===== src/rtl/nibble_serial_adder_if.sv =====
// Requester-side bundle for the nibble-serial adder: start/ready/done handshake,
// operands in, registered result out.
interface nibble_serial_adder_if #(
   parameter int NIBBLES = 4
);
   localparam int W = 4 * NIBBLES;

   logic         start;
   logic         ready;
   logic         busy;
   logic         done;
   logic [W-1:0] a;
   logic [W-1:0] b;
   logic         c_in;
   logic [W-1:0] sum;
   logic         c_out;
   logic         ovf;

   modport master (
      output start, a, b, c_in,
      input  ready, busy, done, sum, c_out, ovf
   );

   modport slave (
      input  start, a, b, c_in,
      output ready, busy, done, sum, c_out, ovf
   );
endinterface


===== src/rtl/nibble_serial_adder_ctrl.sv =====
// Wide adder built by time-multiplexing one 4-bit carry-lookahead slice,
// one nibble per clock, LSB first, with registered carry and result assembly.
module nibble_serial_adder_cla4 (
   input  logic [3:0] a,
   input  logic [3:0] b,
   input  logic       c_in,
   output logic [3:0] sum,
   output logic       c_out
);
   logic [3:0] g;
   logic [3:0] p;
   logic [4:0] c;

   assign g = a & b;
   assign p = a ^ b;

   // Every carry is a flat sum of generate/propagate terms, no ripple.
   assign c[0] = c_in;
   assign c[1] = g[0] | (p[0] & c_in);
   assign c[2] = g[1] | (p[1] & g[0]) | (p[1] & p[0] & c_in);
   assign c[3] = g[2] | (p[2] & g[1]) | (p[2] & p[1] & g[0])
               | (p[2] & p[1] & p[0] & c_in);
   assign c[4] = g[3] | (p[3] & g[2]) | (p[3] & p[2] & g[1])
               | (p[3] & p[2] & p[1] & g[0]) | (p[3] & p[2] & p[1] & p[0] & c_in);

   assign sum   = p ^ c[3:0];
   assign c_out = c[4];
endmodule

module nibble_serial_adder_ctrl #(
   parameter int NIBBLES = 4
) (
   input  logic                  clk,
   input  logic                  rst,
   nibble_serial_adder_if.slave  bus
);
   localparam int W     = 4 * NIBBLES;
   localparam int IDX_W = (NIBBLES > 1) ? $clog2(NIBBLES) : 1;
   localparam logic [IDX_W-1:0] LAST_IDX = IDX_W'(NIBBLES - 1);

   typedef enum logic [1:0] {
      IDLE = 2'd0,
      RUN  = 2'd1,
      FIN  = 2'd2
   } state_t;

   state_t state;
   state_t state_nxt;

   logic [3:0]       op_a [NIBBLES];
   logic [3:0]       op_b [NIBBLES];
   logic [3:0]       acc [NIBBLES];
   logic [3:0]       acc_nxt [NIBBLES];
   logic [W-1:0]     acc_final;
   logic             carry_r;
   logic [IDX_W-1:0] idx;

   logic [3:0]       slice_a;
   logic [3:0]       slice_b;
   logic [3:0]       slice_sum;
   logic             slice_carry;

   logic [W-1:0]     sum_r;
   logic             c_out_r;
   logic             ovf_r;

   logic             ready;
   logic             busy;
   logic             done;
   logic             accept;
   logic             last;

   function automatic logic signed_ovf(input logic a_msb, input logic b_msb,
                                       input logic s_msb);
      return (a_msb == b_msb) && (s_msb != a_msb);
   endfunction

   assign accept = (state == IDLE) && bus.start;
   assign last   = (idx == LAST_IDX);

   always_ff @(posedge clk or posedge rst) begin
      if (rst) state <= IDLE;
      else     state <= state_nxt;
   end

   always_comb begin
      state_nxt = state;
      ready     = 1'b0;
      busy      = 1'b0;
      done      = 1'b0;
      case (state)
         IDLE: begin
            ready = 1'b1;
            if (bus.start) state_nxt = RUN;
         end
         RUN: begin
            busy = 1'b1;
            if (last) state_nxt = FIN;
         end
         FIN: begin
            busy      = 1'b1;
            done      = 1'b1;
            state_nxt = IDLE;
         end
         default: state_nxt = IDLE;
      endcase
   end

   // Nibble selection into the slice, and the accumulator as it will look after this edge.
   always_comb begin
      slice_a   = '0;
      slice_b   = '0;
      acc_final = '0;
      for (int k = 0; k < NIBBLES; k++) begin
         if (idx == IDX_W'(k)) begin
            slice_a = op_a[k];
            slice_b = op_b[k];
         end
      end
      for (int k = 0; k < NIBBLES; k++) begin
         acc_nxt[k]           = (idx == IDX_W'(k)) ? slice_sum : acc[k];
         acc_final[4*k +: 4]  = acc_nxt[k];
      end
   end

   nibble_serial_adder_cla4 u_cla (
      .a     (slice_a),
      .b     (slice_b),
      .c_in  (carry_r),
      .sum   (slice_sum),
      .c_out (slice_carry)
   );

   // Result registers load only on the final nibble so SUM never shows partial values.
   always_ff @(posedge clk or posedge rst) begin
      if (rst) begin
         for (int k = 0; k < NIBBLES; k++) begin
            op_a[k] <= '0;
            op_b[k] <= '0;
            acc[k]  <= '0;
         end
         carry_r <= 1'b0;
         idx     <= '0;
         sum_r   <= '0;
         c_out_r <= 1'b0;
         ovf_r   <= 1'b0;
      end else if (accept) begin
         for (int k = 0; k < NIBBLES; k++) begin
            op_a[k] <= bus.a[4*k +: 4];
            op_b[k] <= bus.b[4*k +: 4];
         end
         carry_r <= bus.c_in;
         idx     <= '0;
      end else if (state == RUN) begin
         for (int k = 0; k < NIBBLES; k++) begin
            acc[k] <= acc_nxt[k];
         end
         carry_r <= slice_carry;
         if (last) begin
            idx     <= '0;
            sum_r   <= acc_final;
            c_out_r <= slice_carry;
            ovf_r   <= signed_ovf(op_a[NIBBLES-1][3], op_b[NIBBLES-1][3], acc_final[W-1]);
         end else begin
            idx <= idx + IDX_W'(1);
         end
      end
   end

   assign bus.ready = ready;
   assign bus.busy  = busy;
   assign bus.done  = done;
   assign bus.sum   = sum_r;
   assign bus.c_out = c_out_r;
   assign bus.ovf   = ovf_r;
endmodule


===== src/flat_wrapper.sv =====
// flat-port wrapper written by rule: the top's interface ports become plain ports
module nibble_serial_adder_ctrl_flat 
#(
   parameter int NIBBLES = 4
)
  (clk, rst, bus_start, bus_a, bus_b, bus_c_in, bus_ready, bus_busy, bus_done, bus_sum, bus_c_out, bus_ovf);
  nibble_serial_adder_if #(.NIBBLES(NIBBLES)) bus_i ();
  input  logic clk;
  input  logic rst;
  input wire logic [$bits(bus_i.start)-1:0] bus_start;
  input wire logic [$bits(bus_i.a)-1:0] bus_a;
  input wire logic [$bits(bus_i.b)-1:0] bus_b;
  input wire logic [$bits(bus_i.c_in)-1:0] bus_c_in;
  output wire logic [$bits(bus_i.ready)-1:0] bus_ready;
  output wire logic [$bits(bus_i.busy)-1:0] bus_busy;
  output wire logic [$bits(bus_i.done)-1:0] bus_done;
  output wire logic [$bits(bus_i.sum)-1:0] bus_sum;
  output wire logic [$bits(bus_i.c_out)-1:0] bus_c_out;
  output wire logic [$bits(bus_i.ovf)-1:0] bus_ovf;
  assign bus_i.start = bus_start;
  assign bus_i.a = bus_a;
  assign bus_i.b = bus_b;
  assign bus_i.c_in = bus_c_in;
  assign bus_ready = bus_i.ready;
  assign bus_busy = bus_i.busy;
  assign bus_done = bus_i.done;
  assign bus_sum = bus_i.sum;
  assign bus_c_out = bus_i.c_out;
  assign bus_ovf = bus_i.ovf;
  nibble_serial_adder_ctrl #(.NIBBLES(NIBBLES)) u_core (.clk(clk), .rst(rst), .bus(bus_i));
endmodule

===== config.mk =====
export PLATFORM = sky130hd
export DESIGN_NAME = nibble_serial_adder_ctrl_flat
export DESIGN_NICKNAME = d
export VERILOG_FILES = /design/src/rtl/nibble_serial_adder_if.sv /design/src/rtl/nibble_serial_adder_ctrl.sv /design/src/flat_wrapper.sv
export SDC_FILE = /design/constraint.sdc
export NUM_CORES = 1
export LEC_CHECK = 0
export CAP_MARGIN = 40
export CORE_MARGIN = 10
export CORE_UTILIZATION = 35
export CTS_CLUSTER_DIAMETER = 50
export DETAILED_ROUTE_END_ITERATION = 7
export PLACE_DENSITY = 0.58
export SETUP_SLACK_MARGIN = 0.15
export SYNTH_ARGS = -nofsm -noshare
export SYNTH_HDL_FRONTEND = slang
export SYNTH_HIERARCHICAL = 1
export SYNTH_SLANG_ARGS = --single-unit

===== constraint.sdc =====
create_clock -name clk -period 3.7 [get_ports clk]
set_clock_uncertainty 0.15 [all_clocks]
set_input_delay 0.37 -clock clk [delete_from_list [all_inputs] [get_ports clk]]
set_output_delay 0.37 -clock clk [all_outputs]
set_load 0.02 [all_outputs]

Yosys cells after proc, flatten, opt, wreduce, memory -nomap -nowiden
Index checks and enable logic that the tools add are counted.
{"block": "totals", "register_bits": 71, "elab_cells": 90}
{"block": "classes", "add_sub_neg": 1, "eq_ne": 9, "n_mux": 23, "bitwise": 30, "n_reduce_logical": 9}
{"operator": "4-bit two-way mux", "count": 12}
{"operator": "1-bit bitwise AND", "count": 16}
{"operator": "2-bit two-way mux", "count": 5}
{"operator": "1-bit bitwise OR", "count": 10}
{"operator": "4-bit bitwise XOR", "count": 2}
{"operator": "2-bit equality test, second input constant", "count": 3}
{"operator": "1-bit two-way mux", "count": 5}
{"operator": "4-bit bitwise AND", "count": 1}
{"operator": "2-bit by 1-bit equality test with 1-bit output, second input constant", "count": 2}
{"operator": "2-bit zero test", "count": 2}
{"operator": "2-bit one-hot mux with 2 select lines", "count": 1}
{"operator": "2-bit AND reduction", "count": 2}
{"operator": "3-bit AND reduction", "count": 1}
{"operator": "2-bit by 1-bit adder with 2-bit output, second input constant", "count": 1}
{"operator": "1-bit logical AND", "count": 2}
{"operator": "2-bit by 1-bit inequality test with 1-bit output, second input constant", "count": 1}
{"operator": "2-bit inequality test, second input constant", "count": 1}
{"operator": "2-bit nonzero test", "count": 1}
{"operator": "2-bit OR reduction", "count": 1}
{"operator": "1-bit equality test", "count": 1}
{"operator": "1-bit inequality test", "count": 1}
{"operator": "1-bit NOT", "count": 1}

Logic depth before layout (Yosys ltp)
{"block": "depth", "word_depth": 14, "depth_mapped": 14, "mapped_depth_nobuf": 12}

Hierarchy
Netlist, hierarchy kept.
{"mod": "nibble_serial_adder_ctrl", "instances": 1, "cells_each": 316, "area_each_um2": 3096.7, "seq_area_each_um2": 1701.6}
{"mod": "nibble_serial_adder_cla4", "instances": 1, "cells_each": 17, "area_each_um2": 147.6, "seq_area_each_um2": 0.0}

Least setup slack after synthesis
No wires, ideal clock.
{"block": "synth_timing", "path_type": "reg2reg", "from": "register u_core.idx[0]", "to": "register u_core.ovf_r (netlist: u_core/bus.ovf)", "setup_ps": 82, "arrival_time_ps": 2952, "slack_ps": 516, "stages_incl_launch_ff": 14, "n_path_buf": 2, "path_cell_list": "dfrtp_1 ha_1 buf_2 buf_2 a21oi_1 o21ai_0 a22o_1 ha_1 a21o_1 a31o_1 xor2_1 mux2i_1 or3_1 a31oi_1"}
{"block": "synth_between", "elab_chain_len": 14, "word_cells_on_any_way": 27}
{"item": "from (decl)", "line_no": "nibble_serial_adder_ctrl.sv:56", "rtl": "logic [IDX_W-1:0] idx;"}
{"item": "from (signal assigned)", "line_no": "nibble_serial_adder_ctrl.sv:165", "rtl": "idx <= idx + IDX_W'(1);"}
{"item": "2-bit zero test", "line_no": "nibble_serial_adder_ctrl.sv:115", "rtl": "if (idx == IDX_W'(k)) begin"}
{"item": "4-bit two-way mux (3 in series)", "line_no": "nibble_serial_adder_ctrl.sv:115"}
{"item": "4-bit two-way mux (*)", "line_no": "nibble_serial_adder_ctrl.sv:115"}
{"item": "named net u_core.slice_a[2]", "line_no": "nibble_serial_adder_ctrl.sv:58", "rtl": "logic [3:0] slice_a;"}
{"item": "4-bit bitwise XOR", "line_no": "nibble_serial_adder_ctrl.sv:15", "rtl": "assign p = a ^ b;"}
{"item": "1-bit bitwise AND, on equally long branches", "line_no": "nibble_serial_adder_ctrl.sv:21, nibble_serial_adder_ctrl.sv:22"}
{"item": "1-bit bitwise OR, or another cell as far along", "line_no": "nibble_serial_adder_ctrl.sv:21", "rtl": "assign c[3] = g[2] | (p[2] & g[1]) | (p[2] & p[1] & g[0])"}
{"item": "1-bit bitwise OR or 1-bit bitwise AND (tied branches)", "line_no": "nibble_serial_adder_ctrl.sv:21, nibble_serial_adder_ctrl.sv:22"}
{"item": "1-bit bitwise OR (*)", "line_no": "nibble_serial_adder_ctrl.sv:22", "rtl": "| (p[2] & p[1] & p[0] & c_in);"}
{"item": "4-bit bitwise XOR (*)", "line_no": "nibble_serial_adder_ctrl.sv:26", "rtl": "assign sum = p ^ c[3:0];"}
{"item": "named net u_core.slice_sum[3]", "line_no": "nibble_serial_adder_ctrl.sv:60", "rtl": "logic [3:0] slice_sum;"}
{"item": "4-bit two-way mux (*)", "line_no": "nibble_serial_adder_ctrl.sv:121", "rtl": "acc_nxt[k] = (idx == IDX_W'(k)) ? slice_sum : acc[k];"}
{"item": "1-bit inequality test (*)", "line_no": "nibble_serial_adder_ctrl.sv:75", "rtl": "return (a_msb == b_msb) && (s_msb != a_msb);"}
{"item": "1-bit logical AND (*)", "line_no": "nibble_serial_adder_ctrl.sv:75"}
{"item": "to (signal assigned)", "line_no": "nibble_serial_adder_ctrl.sv:163", "rtl": "ovf_r <= signed_ovf(op_a[NIBBLES-1][3], op_b[NIBBLES-1][3], acc_final[W-1]);"}
{"item": "to (decl)", "line_no": "nibble_serial_adder_ctrl.sv:65", "rtl": "logic ovf_r;"}
The timed path passes the listed nets; every way through them passes the cells marked *.
A chain may end at the register's enable or synchronous reset.

Worst setup path after layout
{"block": "layout_timing", "from": "register u_core.idx[1]", "to": "register u_core.ovf_r (netlist: u_core/bus.ovf)"}
{"block": "layout_between", "elab_chain_len": 14, "word_cells_on_any_way": 27}
{"item": "2-bit zero test", "line_no": "nibble_serial_adder_ctrl.sv:115"}
{"item": "4-bit two-way mux (3 in series)", "line_no": "nibble_serial_adder_ctrl.sv:115"}
{"item": "4-bit two-way mux (*)", "line_no": "nibble_serial_adder_ctrl.sv:115"}
{"item": "named net u_core.slice_b[2]", "line_no": "nibble_serial_adder_ctrl.sv:59", "rtl": "logic [3:0] slice_b;"}
{"item": "4-bit bitwise XOR", "line_no": "nibble_serial_adder_ctrl.sv:15"}
{"item": "1-bit bitwise AND, on equally long branches", "line_no": "nibble_serial_adder_ctrl.sv:21, nibble_serial_adder_ctrl.sv:22"}
{"item": "1-bit bitwise OR, or another cell as far along", "line_no": "nibble_serial_adder_ctrl.sv:21"}
{"item": "1-bit bitwise OR or 1-bit bitwise AND (tied branches)", "line_no": "nibble_serial_adder_ctrl.sv:21, nibble_serial_adder_ctrl.sv:22"}
{"item": "1-bit bitwise OR (*)", "line_no": "nibble_serial_adder_ctrl.sv:22"}
{"item": "4-bit bitwise XOR (*)", "line_no": "nibble_serial_adder_ctrl.sv:26"}
{"item": "named net u_core.slice_sum[3]", "line_no": "nibble_serial_adder_ctrl.sv:60"}
{"item": "4-bit two-way mux (*)", "line_no": "nibble_serial_adder_ctrl.sv:121"}
{"item": "1-bit inequality test (*)", "line_no": "nibble_serial_adder_ctrl.sv:75"}
{"item": "1-bit logical AND (*)", "line_no": "nibble_serial_adder_ctrl.sv:75"}
Marked as above.

==> flow_summary_export.csv <==
group,metric,value,unit
outcome,status,"completed",
synth,synth_cell_type_count,27,
grt,antenna_found_initial,0,
worst_hold_path,hold_path_class,"in -> async",
timing,finalCritPeriodShare,85.9,%
timing,finalSetupViolations,0,
grt,gr-total-overflow,0,
synth,synth-seq-cells,68,
job,max_cap_violations,0,
drt,drt_first_pass_iters,4,
pwr,p_per_area,1010,nW/um^2
cts,cts-root-buf,"clkbuf_8",
cts,cts_made_buffers,9,
synth,synth.avg_cell_area,9.74,um^2
placed_design,dpl.hpwl,5610,um
pwr,intPower,2450,uW
critical_path,critical_path_class,"reg -> reg",
grt,grt_pass1_wl,13400,um
timing,slew_viol_final,0,
synth,synth_area,3240,um^2
drt,vias,2497,
timing,worst_slew_pin_slew,625,ps
cells_and_area,fin_nets,441,
timing,finalSetupTns,0,ps
cells_and_area,fillCellCount,879,
synth,async_flop_share,100,%
synth,synth_area_leader_cell,"dfrtp_1",
synth,synth_top_area_share,52.4,%
synth,syn_nets,382,
cts,worst_skew_pair.late_latency,350,ps
floorplanning,die_h,116,um
cts,numClockSinks,68,
drt,first_iter_violations,110,
grt,grt_max_degree,43,
synth,ys_warn_count,6,
cells_and_area,area_growth,28.8,%
critical_path,critPathRequiredTime,3820,ps
floorplanning,die_w,116,um
synth,ys.flop_type,"dfrtp_1",
synth,synth-edff-count,0,
synth,synthTopCellsByArea,"dfrtp_1, nand2_1, mux2_2",
drt,vias_per_cell,4.92,
critical_path,critPathMaxFanout,12,
cts,cts_hold_buf,0,
critical_path,start_kind,"flop",
synth,syn_inst,333,
cts,cts_tree,"done",
timing,max_slew_margin,58.1,%
synth,synth_seq_area_share,52.4,%
pwr,clkPwrFrac,14.6,%
grt,grt_usage,12.5,%
floorplanning,num_rows,35,
placed_design,io_buffer_count,56,
floorplanning,coreArea,9150,um^2
cts,clk_pin_slew_worst_paths,80,ps
critical_path,crit_path_end_kind,"flop",
drt,wl_per_cell,15.9,um
placed_design,gp_congestion,0.787,
pwr,peakVddDrop,0.572,mV
cts,cts-htree-levels,3,
floorplanning,die-area,13500,um^2
timing,final.min_clock_period,3180,ps
pwr,seqPwrFrac,30.9,%
pwr,swShare,42.3,%
cells_and_area,fin_cells,508,
pwr,switching_power,1790,uW
synth,yosysMostFrequentCell,"nand2_1",
cells_and_area,drive_gt1_share,12.3,%
pwr,p_leak,0.00195,uW
cells_and_area,antennaDiodeCount,0,
floorplanning,start_util,35.4,%
pwr,combPwrFrac,54.5,%
synth,synth.top_cells.by_count,"nand2_1, dfrtp_1, o21ai_0",
critical_path,arrival,3300,ps
timing,final_hold_viol_count,0,
drt,ant_nets,0,
placed_design,dp_cells,492,
timing,grt_setup_unrepaired,"no",
cts,clockBufferDepth,2,
drt,wl,8060,um
floorplanning,ios,57,
drt,drcViolationCount,0,
grt,first_global_vias,2577,
timing,fmax,315,MHz
==> flip-flops by register name, summed over array words and instances (netlist names) <==
signal,cells
u_core/idx,2
u_core/bus.c_out,1
u_core/op_a,16
u_core/bus.ovf,1
u_core/bus.sum,16
u_core/carry_r,1
u_core/state,2
u_core/acc,13
u_core/op_b,16
==> layer usage <==
metal | global-route usage, % | part of all wire [%]
met1 | 16.6 | 47
met2 | 18.1 | 44
met3 | 4.42 | 6.7
met4 | 5.09 | 1.8
met5 | 0 | 0
==> final cells by class <==
class	count	area [um^2]	share of cell area (%)
Multi-Input combinational cell	231	1410	33.7
Clock inverter	7	76.3	1.83
Clock buffer	9	124	2.96
Timing Repair Buffer	67	676	16.2
Sequential cell	68	1700	40.7
Tap cell	111	139	3.32
Inverter	15	56.3	1.35
==> per-stage QoR <==
step | area [um^2] | setup slack (ps) | hold WS [ps] | utilization, % | power [uW]
2_1_floorplan | 3240 | 516 | 296 | - | 2800
3_3_place_gp | 3930 | 645 | 315 | 42.9 | 3590
3_5_place_dp | 3970 | 518 | 315 | 43.4 | 3650
4_1_cts | 4170 | 494 | 251 | 45.6 | 4300
5_1_grt | 4180 | 216 | 259 | 45.7 | 4610
6_report | 4180 | 522 | 249 | 45.7 | 4240
==> final timing paths <==
| kind | start | endpoint | slack (ps) | depth (start not counted) |
|---|---|---|---|---|
| setup reg to reg | u_core/idx[1]$_DFFE_PP0P_ | u_core/bus.ovf$_DFFE_PP0P_ | 520 | 12 |
| setup / recovery | u_core/idx[1]$_DFFE_PP0P_ | u_core/bus.ovf$_DFFE_PP0P_ | 520 | 12 |
| max in group asynchronous | rst | u_core/op_a[12]$_DFFE_PP0P_ | 2600 | 4 |
| hold / removal | rst | u_core/state[0]$_DFFE_PP0P_ | 250 | 3 |
| min in group clk | u_core/op_a[11]$_DFFE_PP0P_ | u_core/op_a[11]$_DFFE_PP0P_ | 330 | 2 |
| hold reg to reg | u_core/op_a[11]$_DFFE_PP0P_ | u_core/op_a[11]$_DFFE_PP0P_ | 330 | 2 |
==> timing repair <==
item,4_1_cts,5_1_grt
hold endpoints to repair,0,0
gates resized for setup,0,1
endpoints found under the setup margin,0,1
setup buffers,0,0
==> placed cells by master (no fill, tap or decap), types with 3 or more instances in the layout <==
master / netlist / layout
a21o_1: 3 / 3
a21oi_1: 12 / 12
a221oi_1: 3 / 3
a22o_1: 5 / 5
buf_4: 1 / 9
clkbuf_8: 0 / 9
clkdlybuf4s50_1: 0 / 56
dfrtp_1: 68 / 68
ha_1: 12 / 12
inv_1: 15 / 14
mux2_2: 18 / 18
mux2i_1: 16 / 16
nand2_1: 99 / 99
nor2_1: 4 / 4
nor2b_1: 5 / 5
o21ai_0: 38 / 38
==> power groups by stage <==
| stage | Clock (uW) | Sequential [uW] | Combinational (uW) |
|---|---|---|---|
| 2_1_floorplan | 0 | 1360 | 1450 |
| 3_3_place_gp | 0 | 1320 | 2270 |
| 3_5_place_dp | 0 | 1320 | 2330 |
| 4_1_cts | 635 | 1310 | 2350 |
| 5_1_grt | 672 | 1350 | 2580 |
| 6_report | 617 | 1310 | 2310 |
==> critical path, stage by stage, from the launching register on <==
cell	delay [ps]
dfrtp_1	400
inv_1	70
ha_1	300
nor2b_1	260
a221oi_1	110
o31ai_1	300
ha_1	330
a21o_1	190
a31o_1	200
xor2_1	180
mux2i_1	130
or3_1	320
a31oi_1	160
==> logic make-up (layout without fill, tap and decap cells) <==
family	Yosys count	after routing	synth area share [%]
buffers and inverters	34	98	4.40
xor gates and xnor gates	3	3	0.810
DFF	68	68	52.4
adders and majority gates	13	13	5.24
AOI/OAI and AO/OA	68	68	12.1
and+or+nand+nor	113	113	13.8
muxes	34	34	11.2
(Power assumes the default switching activity.)
